===== src/rtl/conv_accum_lanes.sv =====
// conv_accum_lanes: multi-lane windowed accumulator for the convolution datapath.
// Each lane sums TAPS signed samples into a signed ACC_WIDTH accumulator. The
// arithmetic either wraps or saturates, and a sticky overflow flag is kept per
// lane. A valid/ready handshake on each side frames one window per result.
module conv_accum_lanes #(
    parameter int DATA_WIDTH = 8,
    parameter int ACC_WIDTH  = 20,
    parameter int NUM_LANES  = 4,
    parameter int TAPS       = 9,
    parameter int SATURATE   = 0
) (
    input  logic                            clk,
    input  logic                            rst,
    input  logic                            clr_in,
    input  logic                            en_in,
    input  logic                            valid_in,
    output logic                            ready_o,
    input  logic [NUM_LANES*DATA_WIDTH-1:0] data_in,
    output logic                            valid_o,
    input  logic                            ready_in,
    output logic [NUM_LANES*ACC_WIDTH-1:0]  sum_o,
    output logic [NUM_LANES-1:0]            ovf_o,
    output logic [$clog2(TAPS+1)-1:0]       tap_cnt_o
);

    localparam int CNT_WIDTH = $clog2(TAPS + 1);

    typedef enum logic [1:0] {
        ST_IDLE  = 2'd0,
        ST_ACCUM = 2'd1,
        ST_DONE  = 2'd2
    } state_t;

    state_t                 state_q, state_d;
    logic [CNT_WIDTH-1:0]   cnt_q, cnt_d;
    logic [NUM_LANES-1:0]   ovf_q, ovf_d;
    logic [ACC_WIDTH-1:0]   acc_q [NUM_LANES];
    logic [ACC_WIDTH-1:0]   acc_d [NUM_LANES];

    // Per-lane candidate result and overflow indication for the current sample.
    logic [ACC_WIDTH-1:0]   lane_next [NUM_LANES];
    logic [NUM_LANES-1:0]   lane_ovf;
    logic                   accept;

    // Per-lane add: the true sum is one bit wider than the accumulator. The two
    // top bits then disagree exactly when that sum leaves the signed ACC_WIDTH range.
    for (genvar l = 0; l < NUM_LANES; l++) begin : g_lane
        logic [DATA_WIDTH-1:0] sample;
        logic [ACC_WIDTH:0]    full;

        assign sample = data_in[l*DATA_WIDTH +: DATA_WIDTH];
        assign full   = {acc_q[l][ACC_WIDTH-1], acc_q[l]}
                      + {{(ACC_WIDTH + 1 - DATA_WIDTH){sample[DATA_WIDTH-1]}}, sample};
        assign lane_ovf[l] = full[ACC_WIDTH] ^ full[ACC_WIDTH-1];

        // The sign of the true sum picks the clamp bound: negative overflow
        // goes to the minimum, positive overflow to the maximum.
        assign lane_next[l] = (lane_ovf[l] && (SATURATE != 0))
                            ? (full[ACC_WIDTH] ? {1'b1, {(ACC_WIDTH-1){1'b0}}}
                                               : {1'b0, {(ACC_WIDTH-1){1'b1}}})
                            : full[ACC_WIDTH-1:0];

        assign sum_o[l*ACC_WIDTH +: ACC_WIDTH] = acc_q[l];
    end

    assign ready_o   = en_in & (state_q != ST_DONE);
    assign accept    = valid_in & ready_o;
    assign valid_o   = (state_q == ST_DONE);
    assign ovf_o     = ovf_q;
    assign tap_cnt_o = cnt_q;

    // Next-state logic: clear, output handshake, or accept a sample.
    always_comb begin
        // NOTE: every _d gets its hold value first, so no path leaves one unassigned and no latch is inferred.
        state_d = state_q;
        cnt_d   = cnt_q;
        ovf_d   = ovf_q;
        acc_d   = acc_q;

        if (clr_in) begin
            state_d = ST_IDLE;
            cnt_d   = '0;
            ovf_d   = '0;
            acc_d   = '{default: '0};
        end else if (en_in) begin
            if (state_q == ST_DONE) begin
                // The result is consumed, so the window empties for a one-cycle bubble.
                if (ready_in) begin
                    state_d = ST_IDLE;
                    cnt_d   = '0;
                    ovf_d   = '0;
                    acc_d   = '{default: '0};
                end
            end else if (accept) begin
                acc_d   = lane_next;
                ovf_d   = ovf_q | lane_ovf;
                cnt_d   = cnt_q + CNT_WIDTH'(1);
                state_d = (cnt_q == CNT_WIDTH'(TAPS - 1)) ? ST_DONE : ST_ACCUM;
            end
        end
    end

    // State, counter, flags and accumulators with synchronous reset.
    always_ff @(posedge clk) begin
        // NOTE: non-blocking assignments, so every flop samples pre-edge values regardless of statement order.
        if (rst) begin
            state_q <= ST_IDLE;
            cnt_q   <= '0;
            ovf_q   <= '0;
            // NOTE: the accumulator array is plain flops, not RAM; it must reset so that sum_o reads 0 after rst.
            acc_q   <= '{default: '0};
        end else begin
            state_q <= state_d;
            cnt_q   <= cnt_d;
            ovf_q   <= ovf_d;
            acc_q   <= acc_d;
        end
    end

endmodule


===== config.mk =====
export PLATFORM = sky130hd
export DESIGN_NAME = conv_accum_lanes
export DESIGN_NICKNAME = d
export VERILOG_FILES = /design/src/rtl/conv_accum_lanes.sv
export SDC_FILE = /design/constraint.sdc
export NUM_CORES = 1
export LEC_CHECK = 0
export BUFFER_PORTS_ARGS = -buffer_cell sky130_fd_sc_hd__buf_2
export CAP_MARGIN = 20
export CELL_PAD_IN_SITES_DETAIL_PLACEMENT = 0
export CELL_PAD_IN_SITES_GLOBAL_PLACEMENT = 1
export CORE_UTILIZATION = 45
export DETAILED_ROUTE_END_ITERATION = 8
export PLACE_DENSITY_LB_ADDON = 0.1
export RECOVER_POWER = 100
export SETUP_SLACK_MARGIN = 0.1
export SKIP_CTS_REPAIR_TIMING = 1
export SYNTH_ARGS = -nofsm -noshare
export SYNTH_HDL_FRONTEND = slang
export SYNTH_SLANG_ARGS = --single-unit

===== constraint.sdc =====
create_clock -name clk -period 6 [get_ports clk]
set_input_delay 1.2 -clock clk [delete_from_list [all_inputs] [get_ports clk]]
set_output_delay 1.2 -clock clk [all_outputs]
set_load 0.01 [all_outputs]

; Word-level counts from Yosys, hierarchy flattened
; Index checks and enable logic that the tools add are counted.
[word_totals]
regBits = 90
inputBits = 38
out_inout_bits = 90
elab_cells = 38
[classes]
addsub = 5
eq_ne = 4
mux = 12
n_bitwise = 7
n_reduce_logical = 3
[ops]
columns = op, count
row1 = $mux 80, 3
row2 = $add 20x8->21, 4
row3 = $mux 4, 5
row4 = $mux 2, 4
row5 = $add 4x1->4 const B, 1
row6 = $eq 4x4->1 const B, 1
row7 = $or 4x4->4, 1
row8 = $xor 1x1->1, 4
row9 = $reduce_and 3->1, 1
row10 = $and 1x1->1, 2
row11 = $eq 2x2->1 const B, 1
row12 = $ne 2x1->1 const B, 1
row13 = $ne 2x2->1 const B, 1
row14 = $reduce_bool 2->1, 1
row15 = $reduce_or 2->1, 1

; Depth between registers and ports, before layout
; Gate-level depths: netlist of run 1.
[logic_depth]
ltp_word = 5
depth_mapped = 11

; Least setup slack after synthesis of run 1
; No wires, ideal clock.
[synth_timing]
kind = input-to-reg
startpoint = input port data_in[24]
endpoint = register acc_q (netlist bit sum_o[74])
arrival_time_ns = 3.076
path_slack_ns = 2.795
path_stages = 11
path_buffers = 0
cell_sequence = ha_1 > inv_1 > fa_1 > nand2b_1 > a21oi_1 > o21ai_0 > o21ai_1 > a21boi_0 > o21ai_0 > xnor2_1 > o21ai_0
[synth_via]
elab_chain_len = 3
[synth_lines]
columns = element, line
row1 = from (decl), 18  ; input logic [NUM_LANES*DATA_WIDTH-1:0] data_in,
row2 = $add 20x8->21, 53  ; + {{(ACC_WIDTH + 1 - DATA_WIDTH){sample[DATA_WIDTH-1]}}, sample};
row3 = $mux 80, 94  ; end else if (accept) begin
row4 = $mux 80, 86  ; if (state_q == ST_DONE) begin
row5 = to (signal assigned), 111  ; acc_q <= '{default: '0};
row6 = to (signal assigned), 116  ; acc_q <= acc_d;
row7 = to (decl), 37  ; logic [ACC_WIDTH-1:0] acc_q [NUM_LANES];
; Every way passes these cells. The select of a mux whose other input is x is not followed.
; A chain may end at the register's enable or synchronous reset.

; Final worst setup path of run 1
[layout_timing]
startpoint = input port clr_in
endpoint = register acc_q (netlist bit sum_o[37])
[layout_via]
elab_chain_len = 1
[layout_lines]
columns = element, line
row1 = from (decl), 14  ; input logic clr_in,
row2 = $reduce_or 2->1 (no line), n/a
; Every way passes these cells.

==> results of run 1 <==
## report_power, final
group	switching [W]	internal, W	total (W)	leakage, nW
Combinational	0.000177	0.000117	0.000294	2.52
Sequential	0.0000133	0.000613	0.000626	0.729
Clock	0.000248	0.000429	0.000677	0.176
Total	0.000438	0.00116	0.00160	3.42
## cell type report
| class | count | area share, % |
|---|---|---|
| Tap cell | 184 | 2.90 |
| Clock buffer | 11 | 3.18 |
| Clock inverter | 5 | 1.26 |
| Inverter | 31 | 1.47 |
| Timing Repair Buffer | 131 | 6.94 |
| Multi-Input combinational cell | 737 | 61.5 |
| Sequential cell | 90 | 22.7 |
## synth_stat cells, types with 9 or more instances
master	count
nand2_1	97
ha_1	82
clkbuf_1	31
dfxtp_1	90
nand3_1	14
xor2_1	31
a22oi_1	22
inv_1	31
a21oi_1	88
nor2b_1	9
a21o_1	24
xnor2_1	31
a211oi_1	12
nand2b_1	14
o21a_1	11
o21ai_0	76
nor2_1	91
nor3_1	13
## through the flow
step | util (%) | instances | hold slack, ns
finish | 53.8 | 1189 | 0.466
global route | 53.8 | 1189 | 0.480
CTS | 54.6 | 1189 | 0.462
detailed placement | 52.2 | 1173 | 0.454
global placement | 52.2 | 1173 | 0.451
floorplan | - | 891 | 0.437
## path summary, 6_finish.rpt
| path | from | to |
|---|---|---|
| worst min register to register | state_q[1] | state_q[1] |
| worst max register to register | sum_o[60] | sum_o[74] |
| worst min-delay path | state_q[1] | state_q[1] |
| worst max-delay path | clr_in | sum_o[37] |
## routing by layer
layer | track usage [%] | vias up | share of wire [%]
met5 | 0 | - | 0
met4 | 8.50 | 0 | 2.1
met3 | 2.93 | 25 | 3.4
met2 | 38.3 | 124 | 46
met1 | 29.2 | 2998 | 49
li1 | - | 3449 | -
## registers in the layout, summed over array words and instances (netlist names)
register	count
tap_cnt_o	4
sum_o	80
ovf_o	4
state_q	2
## cell families (layout without fill, tap and decap cells)
kind of cell	count (synthesis)	after routing	synth area share, %
compound gates	310	310	28.3
flops	90	90	26.0
xor+xnor	62	62	7.85
mux	3	3	0.434
fa+ha+maj	86	86	16.0
simple gates	276	276	18.0
buf+inv	64	178	3.47
## worst min-delay path: stages (launching register included)
cell,delay (ns)
dfxtp_1,0.32
nand2_1,0.05
a21oi_1,0.05
==> impl_metrics.json, run 1 <==
{
  "die_x_um": 126,
  "cp_slowest_cell": "or2_0",
  "critical_path_class": "in2reg",
  "cts_tree": "done",
  "port_buffers": 127,
  "placedInstanceArea_um2": 7700,
  "synthTopCellsByArea": "dfxtp_1 (26%), ha_1 (15%), a21oi_1 (6.4%)",
  "power_leakage_nw": 3.42,
  "ff2ff_path_depth": 11,
  "synthesis.area_um2": 6920,
  "crit_required_ns": 6.22,
  "tns_ns": 0,
  "synthToLayoutAreaGrowth_pct": 14.7,
  "drc_errors": 0,
  "path_depth": 6,
  "finalSetupViolations": 0,
  "detail-route-antenna-nets": 0,
  "cts_htree_levels": 3,
  "drv_cap": 1,
  "vias": 6596,
  "rsz0062_at_grt": "false",
  "root_buffer": "clkbuf_16",
  "path_max_fanout": 40,
  "worstPathCellList": "buf_2 -> or2_0 -> nor2_1 -> and3_1 -> mux2i_1 -> o211ai_1",
  "fp-row-count": 44,
  "drv_slew": 41,
  "grt_overflow": 0,
  "cp-end-kind": "register",
  "synth_seq_cells": 90,
  "grt_antenna_before_repair": 0,
  "syn-num-nets": 1015,
  "yosysSeqAreaShare_pct": 26.0,
  "slowest_delay_ns": 1.83,
  "mostFrequentLayoutCell": "nand2_1",
  "synth_top_area_share_pct": 26.0,
  "cts.clk_slew.worst_paths_ns": 0.06,
  "hold_viol": 0,
  "dp_hpwl_um": 13400,
  "grt_max_degree": 41,
  "ir_drop_mv": 0.120,
  "start_util_pct": 46.9,
  "status": "finished with violations",
  "nNetsFinal": 1124,
  "fin_crit_sh_pct": 73.4,
  "clk_path_buf_depth": 2,
  "gp_congestion": 0.859,
  "hp-class": "reg2reg",
  "track_usage_pct": 22.6,
  "multi_input_comb_area_um2": 4880,
  "r2r_setup_slack_ns": 3.20,
  "yosys_warnings": 0,
  "regArea_um2": 1800,
  "synthArstFlopShare_pct": 0,
  "dr.pass1.iters": 5,
  "clk_latency_ns": 0.35,
  "totalWireLength_um": 18000,
  "synth_edf_count": 0,
  "ys.flop_type": "dfxtp_1",
  "powerDensity_nw_per_um2": 201,
  "cts.sinks": 90,
  "pin_count": 128,
  "setup_ws_ns": 1.60,
  "relSlewSlack_pct": -71.0,
  "drt_iter0_drc": 245,
  "core_area_um2": 14800,
  "wl_per_cell_um": 15.1,
  "min_period_ns": 4.40,
  "synth_area_per_cell_um2": 7.77,
  "yosysTopAreaCell": "dfxtp_1",
  "path_delay_family": "simple AND/OR/NAND/NOR gates",
  "die_y_um": 126,
  "start_kind": "input pin",
  "via_per_inst": 5.55,
  "preCtsSetupSlack_ns": 2.32,
  "crit_arrival_ns": 4.63,
  "synthCells": 891,
  "crit_buf_inv": 1,
  "synth.distinct_cells": 62,
  "diodes": 0,
  "tightest_slew_ns": 2.56,
  "die-area_um2": 15900,
  "holdPathStages": 2,
  "grt_pass1_vias": 6016,
  "max_freq_mhz": 227,
  "fill_cells": 1548,
  "layout_common_cells": "nand2_1 (97), clkbuf_1 (92), nor2_1 (90), dfxtp_1 (90), a21oi_1 (88)",
  "grt_pass1_wl_um": 29100,
  "fin_skew_ns": 0.00545,
  "drive_gt1_share_pct": 6.47,
  "design_area_um2": 7940,
  "total_power_w": 0.00160,
  "cts_buffers": 9,
  "violations": "capacitance limit, slew limit"
}
(Power assumes the default switching activity.)
==> inputs of run 2 (changes only) <==
--- a/config.mk
+++ b/config.mk
@@ -9,7 +9,7 @@
 export CAP_MARGIN = 20
 export CELL_PAD_IN_SITES_DETAIL_PLACEMENT = 0
 export CELL_PAD_IN_SITES_GLOBAL_PLACEMENT = 1
-export CORE_UTILIZATION = 45
+export CORE_UTILIZATION = 38
 export DETAILED_ROUTE_END_ITERATION = 8
 export PLACE_DENSITY_LB_ADDON = 0.1
 export RECOVER_POWER = 100
==> constraint.sdc (replaced) <==
create_clock -name clk -period 3.9 [get_ports clk]
set_input_delay 0.78 -clock clk [delete_from_list [all_inputs] [get_ports clk]]
set_output_delay 0.78 -clock clk [all_outputs]
set_load 0.01 [all_outputs]
==> run 2 against run 1 <==
  * The flow still finishes with violations (capacitance limit, slew limit)
  * Sequential power grew 54%
  * Hold slack lost 0.0028 ns
  * Final cell count grew 3.6%
  * Non-clock buffer count grew 2
  * Total power grew 44%
  * Sequential cell count is the same
  * Utilization shrank 8.5 points
  * Critical path type unchanged
  * Highest routed layer unchanged
==> impl_metrics.json, run 2 (synthesized netlist as in run 1, its figures left out) <==
{
  "status": "finished with violations",
  "violations": "capacitance limit, slew limit",
  "start_util_pct": 39.5,
  "drv_cap": 2,
  "mostFrequentLayoutCell": "clkbuf_1",
  "die_y_um": 137,
  "fin_crit_sh_pct": 82.6,
  "start_kind": "input pin",
  "core_area_um2": 17500,
  "critical_path_class": "in2reg",
  "final_util_pct": 45.3,
  "detail-route-antenna-nets": 0,
  "via_per_inst": 5.37,
  "clk_latency_ns": 0.35,
  "gp_congestion": 0.855,
  "slowest_delay_ns": 1.54,
  "cts.clk_slew.worst_paths_ns": 0.07,
  "max_freq_mhz": 310,
  "nNetsFinal": 1126,
  "port_buffers": 127,
  "tightest_slew_ns": 1.89,
  "cts_tree": "done",
  "grt_pass1_vias": 6236,
  "use_met2_pct": 33.7,
  "tns_ns": 0,
  "dp_hpwl_um": 14400,
  "ir_drop_mv": 0.206,
  "track_usage_pct": 21.2,
  "hold_viol": 0,
  "drt_iter0_drc": 329,
  "clk_path_buf_depth": 2,
  "drc_errors": 0,
  "fin_skew_ns": 0.00655,
  "cts_buffers": 9,
  "path_max_fanout": 40,
  "layout_common_cells": "clkbuf_1 (99), nand2_1 (97), nor2_1 (91)",
  "die_x_um": 137,
  "rsz0062_at_grt": "false",
  "grt_busiest_layer": "met2",
  "drive_gt1_share_pct": 5.96,
  "wl_per_cell_um": 15.5,
  "synthToLayoutAreaGrowth_pct": 14.8,
  "grt_antenna_before_repair": 0,
  "crit_required_ns": 4.18,
  "drv_slew": 56,
  "dr.pass1.iters": 6,
  "powerDensity_nw_per_um2": 289,
  "root_buffer": "clkbuf_16",
  "diodes": 0,
  "power_leakage_nw": 3.39,
  "total_power_w": 0.00229,
  "grt_max_degree": 44,
  "crit_arrival_ns": 3.50,
  "cts.sinks": 90,
  "grt_pass1_wl_um": 31500,
  "die-area_um2": 18800,
  "largest_register_ffs": 80,
  "cp_slowest_cell": "nor2_1",
  "grt_overflow": 0,
  "finalSetupViolations": 0,
  "vias": 6618,
  "grt_util_met1_pct": 29.5,
  "cp-end-kind": "register",
  "hp-class": "reg2reg",
  "worstPathCellList": "clkbuf_1 -> or2_2 -> nor2_1 -> buf_12 -> nand2_1 -> o211ai_1",
  "totalWireLength_um": 19100,
  "min_period_ns": 3.22,
  "gr-usage-met3_pct": 3.04,
  "relSlewSlack_pct": -26.7,
  "pin_count": 128,
  "cts_htree_levels": 3,
  "fp-row-count": 48
}
run 2: report_power, final:
part           total [W]  internal, W  switching [W]
combinational   0.000458     0.000182       0.000276
sequential      0.000963     0.000943      0.0000208
clock           0.000871     0.000484       0.000386
total            0.00229      0.00161       0.000683
run 2: routing by layer:
layer  up-vias  wire [um]
met5         -          0
met4         0        248
met3        15        738
met2       129       8310
met1      3006       9770
li1       3468          -
run 2: critical path: cells and delay by family:
family / cells / cell delay (ns)
buf+inv: 2 / 0.38
compound gates: 1 / 0.08
simple gates: 3 / 2.24
run 2: final cells by class:
class	instances	area, um2
inverter	31	116
tap	225	282
fill	1854	9600
clock buffer	14	274
multi-input combinational	737	4880
timing repair buffer	133	579
sequential	90	1800
clock inverter	2	10.0
run 2: final timing paths:
kind	from	slack, ns	end	depth (start not counted)
max	clr_in	0.68	sum_o[37]	6
max reg2reg	state_q[0]	0.90	sum_o[37]	8
min reg2reg	state_q[1]	0.46	state_q[1]	2
min	state_q[1]	0.46	state_q[1]	2
run 2: metrics by stage:
stage | setup slack [ns] | std cells | hold WS (ns) | instance area, um2
floorplan | 1.12 | 891 | 0.437 | 6920
global placement | 0.684 | 1216 | 0.451 | 7790
detailed placement | 0.642 | 1216 | 0.454 | 7790
CTS | 1.03 | 1232 | 0.463 | 8070
global route | 0.400 | 1232 | 0.478 | 7940
finish | 0.679 | 1232 | 0.463 | 7940
==> inputs of run 3 (changes only) <==
==> constraint.sdc (replaced) <==
create_clock -name clk -period 2.7 [get_ports clk]
set_input_delay 0.54 -clock clk [delete_from_list [all_inputs] [get_ports clk]]
set_output_delay 0.54 -clock clk [all_outputs]
set_load 0.01 [all_outputs]
==> run 3 against run 2 <==
  * First-iteration DRC count decreased by 6.1%
  * The flow now finishes without violations
  * Combinational power increased by 59%
  * Routed wire length increased by 3.2%
  * Sequential cell count unchanged
  * Clock power increased by 54%
  * Sequential power increased by 44%
  * Largest cell class unchanged
  * Utilization increased by 3.0 points
==> impl_metrics.json, run 3 (synthesized netlist as in run 1, its figures left out) <==
{
  "gp_congestion": 0.827,
  "cp_slowest_cell": "dfxtp_1",
  "drv_slew": 0,
  "mostFrequentLayoutCell": "clkbuf_1",
  "synthToLayoutAreaGrowth_pct": 22.5,
  "dr.pass1.iters": 4,
  "drc_errors": 0,
  "path_max_fanout": 3,
  "cts_tree": "done",
  "track_usage_pct": 21.9,
  "worstPathCellList": "ha_1 -> inv_1 -> fa_1 -> nand2b_1 -> a21oi_2 -> o21ai_1 -> nand2_1 -> a211oi_1 -> clkbuf_1 -> a211oi_2 -> xnor2_1 -> o21ai_0",
  "drive_gt1_share_pct": 12.7,
  "grt_antenna_before_repair": 0,
  "clk_latency_ns": 0.35,
  "hold_viol": 0,
  "powerDensity_nw_per_um2": 408,
  "cts.sinks": 90,
  "cts_buffers": 9,
  "die_y_um": 137,
  "placedInstanceArea_um2": 8280,
  "root_buffer": "clkbuf_16",
  "preCtsSetupSlack_ns": -0.0719,
  "relSlewSlack_pct": 45.1,
  "cts.clk_slew.worst_paths_ns": 0.07,
  "core_area_um2": 17500,
  "pin_count": 128,
  "fin_cells": 1300,
  "power_leakage_nw": 3.72,
  "clk_path_buf_depth": 2,
  "critical_path_class": "reg2reg",
  "layout_common_cells": "clkbuf_1 (98), nand2_1 (97), nor2_1 (90), dfxtp_1 (90), a21oi_1 (85)",
  "min_period_ns": 2.43,
  "dp_hpwl_um": 15000,
  "hp-class": "reg2reg",
  "design_area_um2": 8470,
  "fin_crit_sh_pct": 90.1,
  "tightest_slew_ns": 0.823,
  "port_buffers": 127,
  "drt_iter0_drc": 309,
  "grt_max_degree": 36,
  "fin_skew_ns": 0.00742,
  "via_per_inst": 5.30,
  "total_power_w": 0.00346,
  "start_util_pct": 39.5,
  "cts_htree_levels": 3,
  "crit_arrival_ns": 2.66,
  "status": "finished, final reports clean",
  "finalSetupViolations": 0,
  "fill_cells": 1854,
  "cp-end-kind": "register",
  "slowest_delay_ns": 0.36,
  "detail-route-antenna-nets": 0,
  "setup_ws_ns": 0.266,
  "totalWireLength_um": 19700,
  "nNetsFinal": 1195,
  "grt_util_met1_pct": 29.5,
  "wl_per_cell_um": 15.1,
  "vias": 6884,
  "die-area_um2": 18800,
  "die_x_um": 137,
  "crit_required_ns": 2.93,
  "max_freq_mhz": 411,
  "drv_cap": 0,
  "use_met2_pct": 35.6,
  "dp_cells": 1285,
  "rsz0062_at_grt": "true",
  "grt_pass1_wl_um": 32500,
  "ir_drop_mv": 0.323,
  "crit_buf_inv": 2,
  "grt_busiest_layer": "met2",
  "largest_register_ffs": 80,
  "path_delay_family": "compound AO/OA/AOI/OAI gates",
  "start_kind": "register",
  "grt_overflow": 0,
  "grt_pass1_vias": 6502,
  "diodes": 0,
  "gr-usage-met3_pct": 4.74,
  "fp-row-count": 48
}
-- run 3: final cells by class --
class                      instances  area, um2  area share [%]
clock buffer                      13        270            3.19
clock inverter                     2       35.0           0.413
inverter                          31        116            1.37
multi-input combinational        737       4920            58.0
sequential                        90       1800            21.3
tap                              225        282            3.32
timing repair buffer             202       1050            12.4
-- run 3: final timing paths --
path / from / end / slack (ns) / depth (start not counted)
worst max register to register: sum_o[0] / sum_o[18] / 0.27 / 12
worst max-delay path: sum_o[0] / sum_o[18] / 0.27 / 12
worst min-delay path: state_q[1] / state_q[1] / 0.47 / 2
worst min register to register: state_q[1] / state_q[1] / 0.47 / 2
-- run 3: power by group --
part	internal, W	switching [W]	leakage [nW]
registers	0.00136	0.0000301	0.729
clock network	0.000788	0.000552	0.152
logic	0.000310	0.000417	2.84
total	0.00246	0.000999	3.72
-- run 3: through the flow --
stage                     utilization (%)  hold WS (ns)  setup TNS (ns)
final                                48.3         0.467               0
after global routing                 48.3         0.496               0
after detailed placement             47.2         0.457          -0.349
after floorplan                         -         0.437               0
after CTS                            49.0         0.465               0
after global placement               47.2         0.445          -0.283
-- run 3: tightest hold or removal path, stage by stage, from the launching register on --
cell	delay [ns]
dfxtp_1	0.32
nand2_1	0.05
a21oi_1	0.05
-- run 3: per-layer routing --
metal	vias up	wire length (um)	part of all wire, %
li1	3594	-	-
met1	3160	9940	51
met2	116	8710	44
met3	14	855	4.3
met4	0	177	0.90
met5	-	0	0
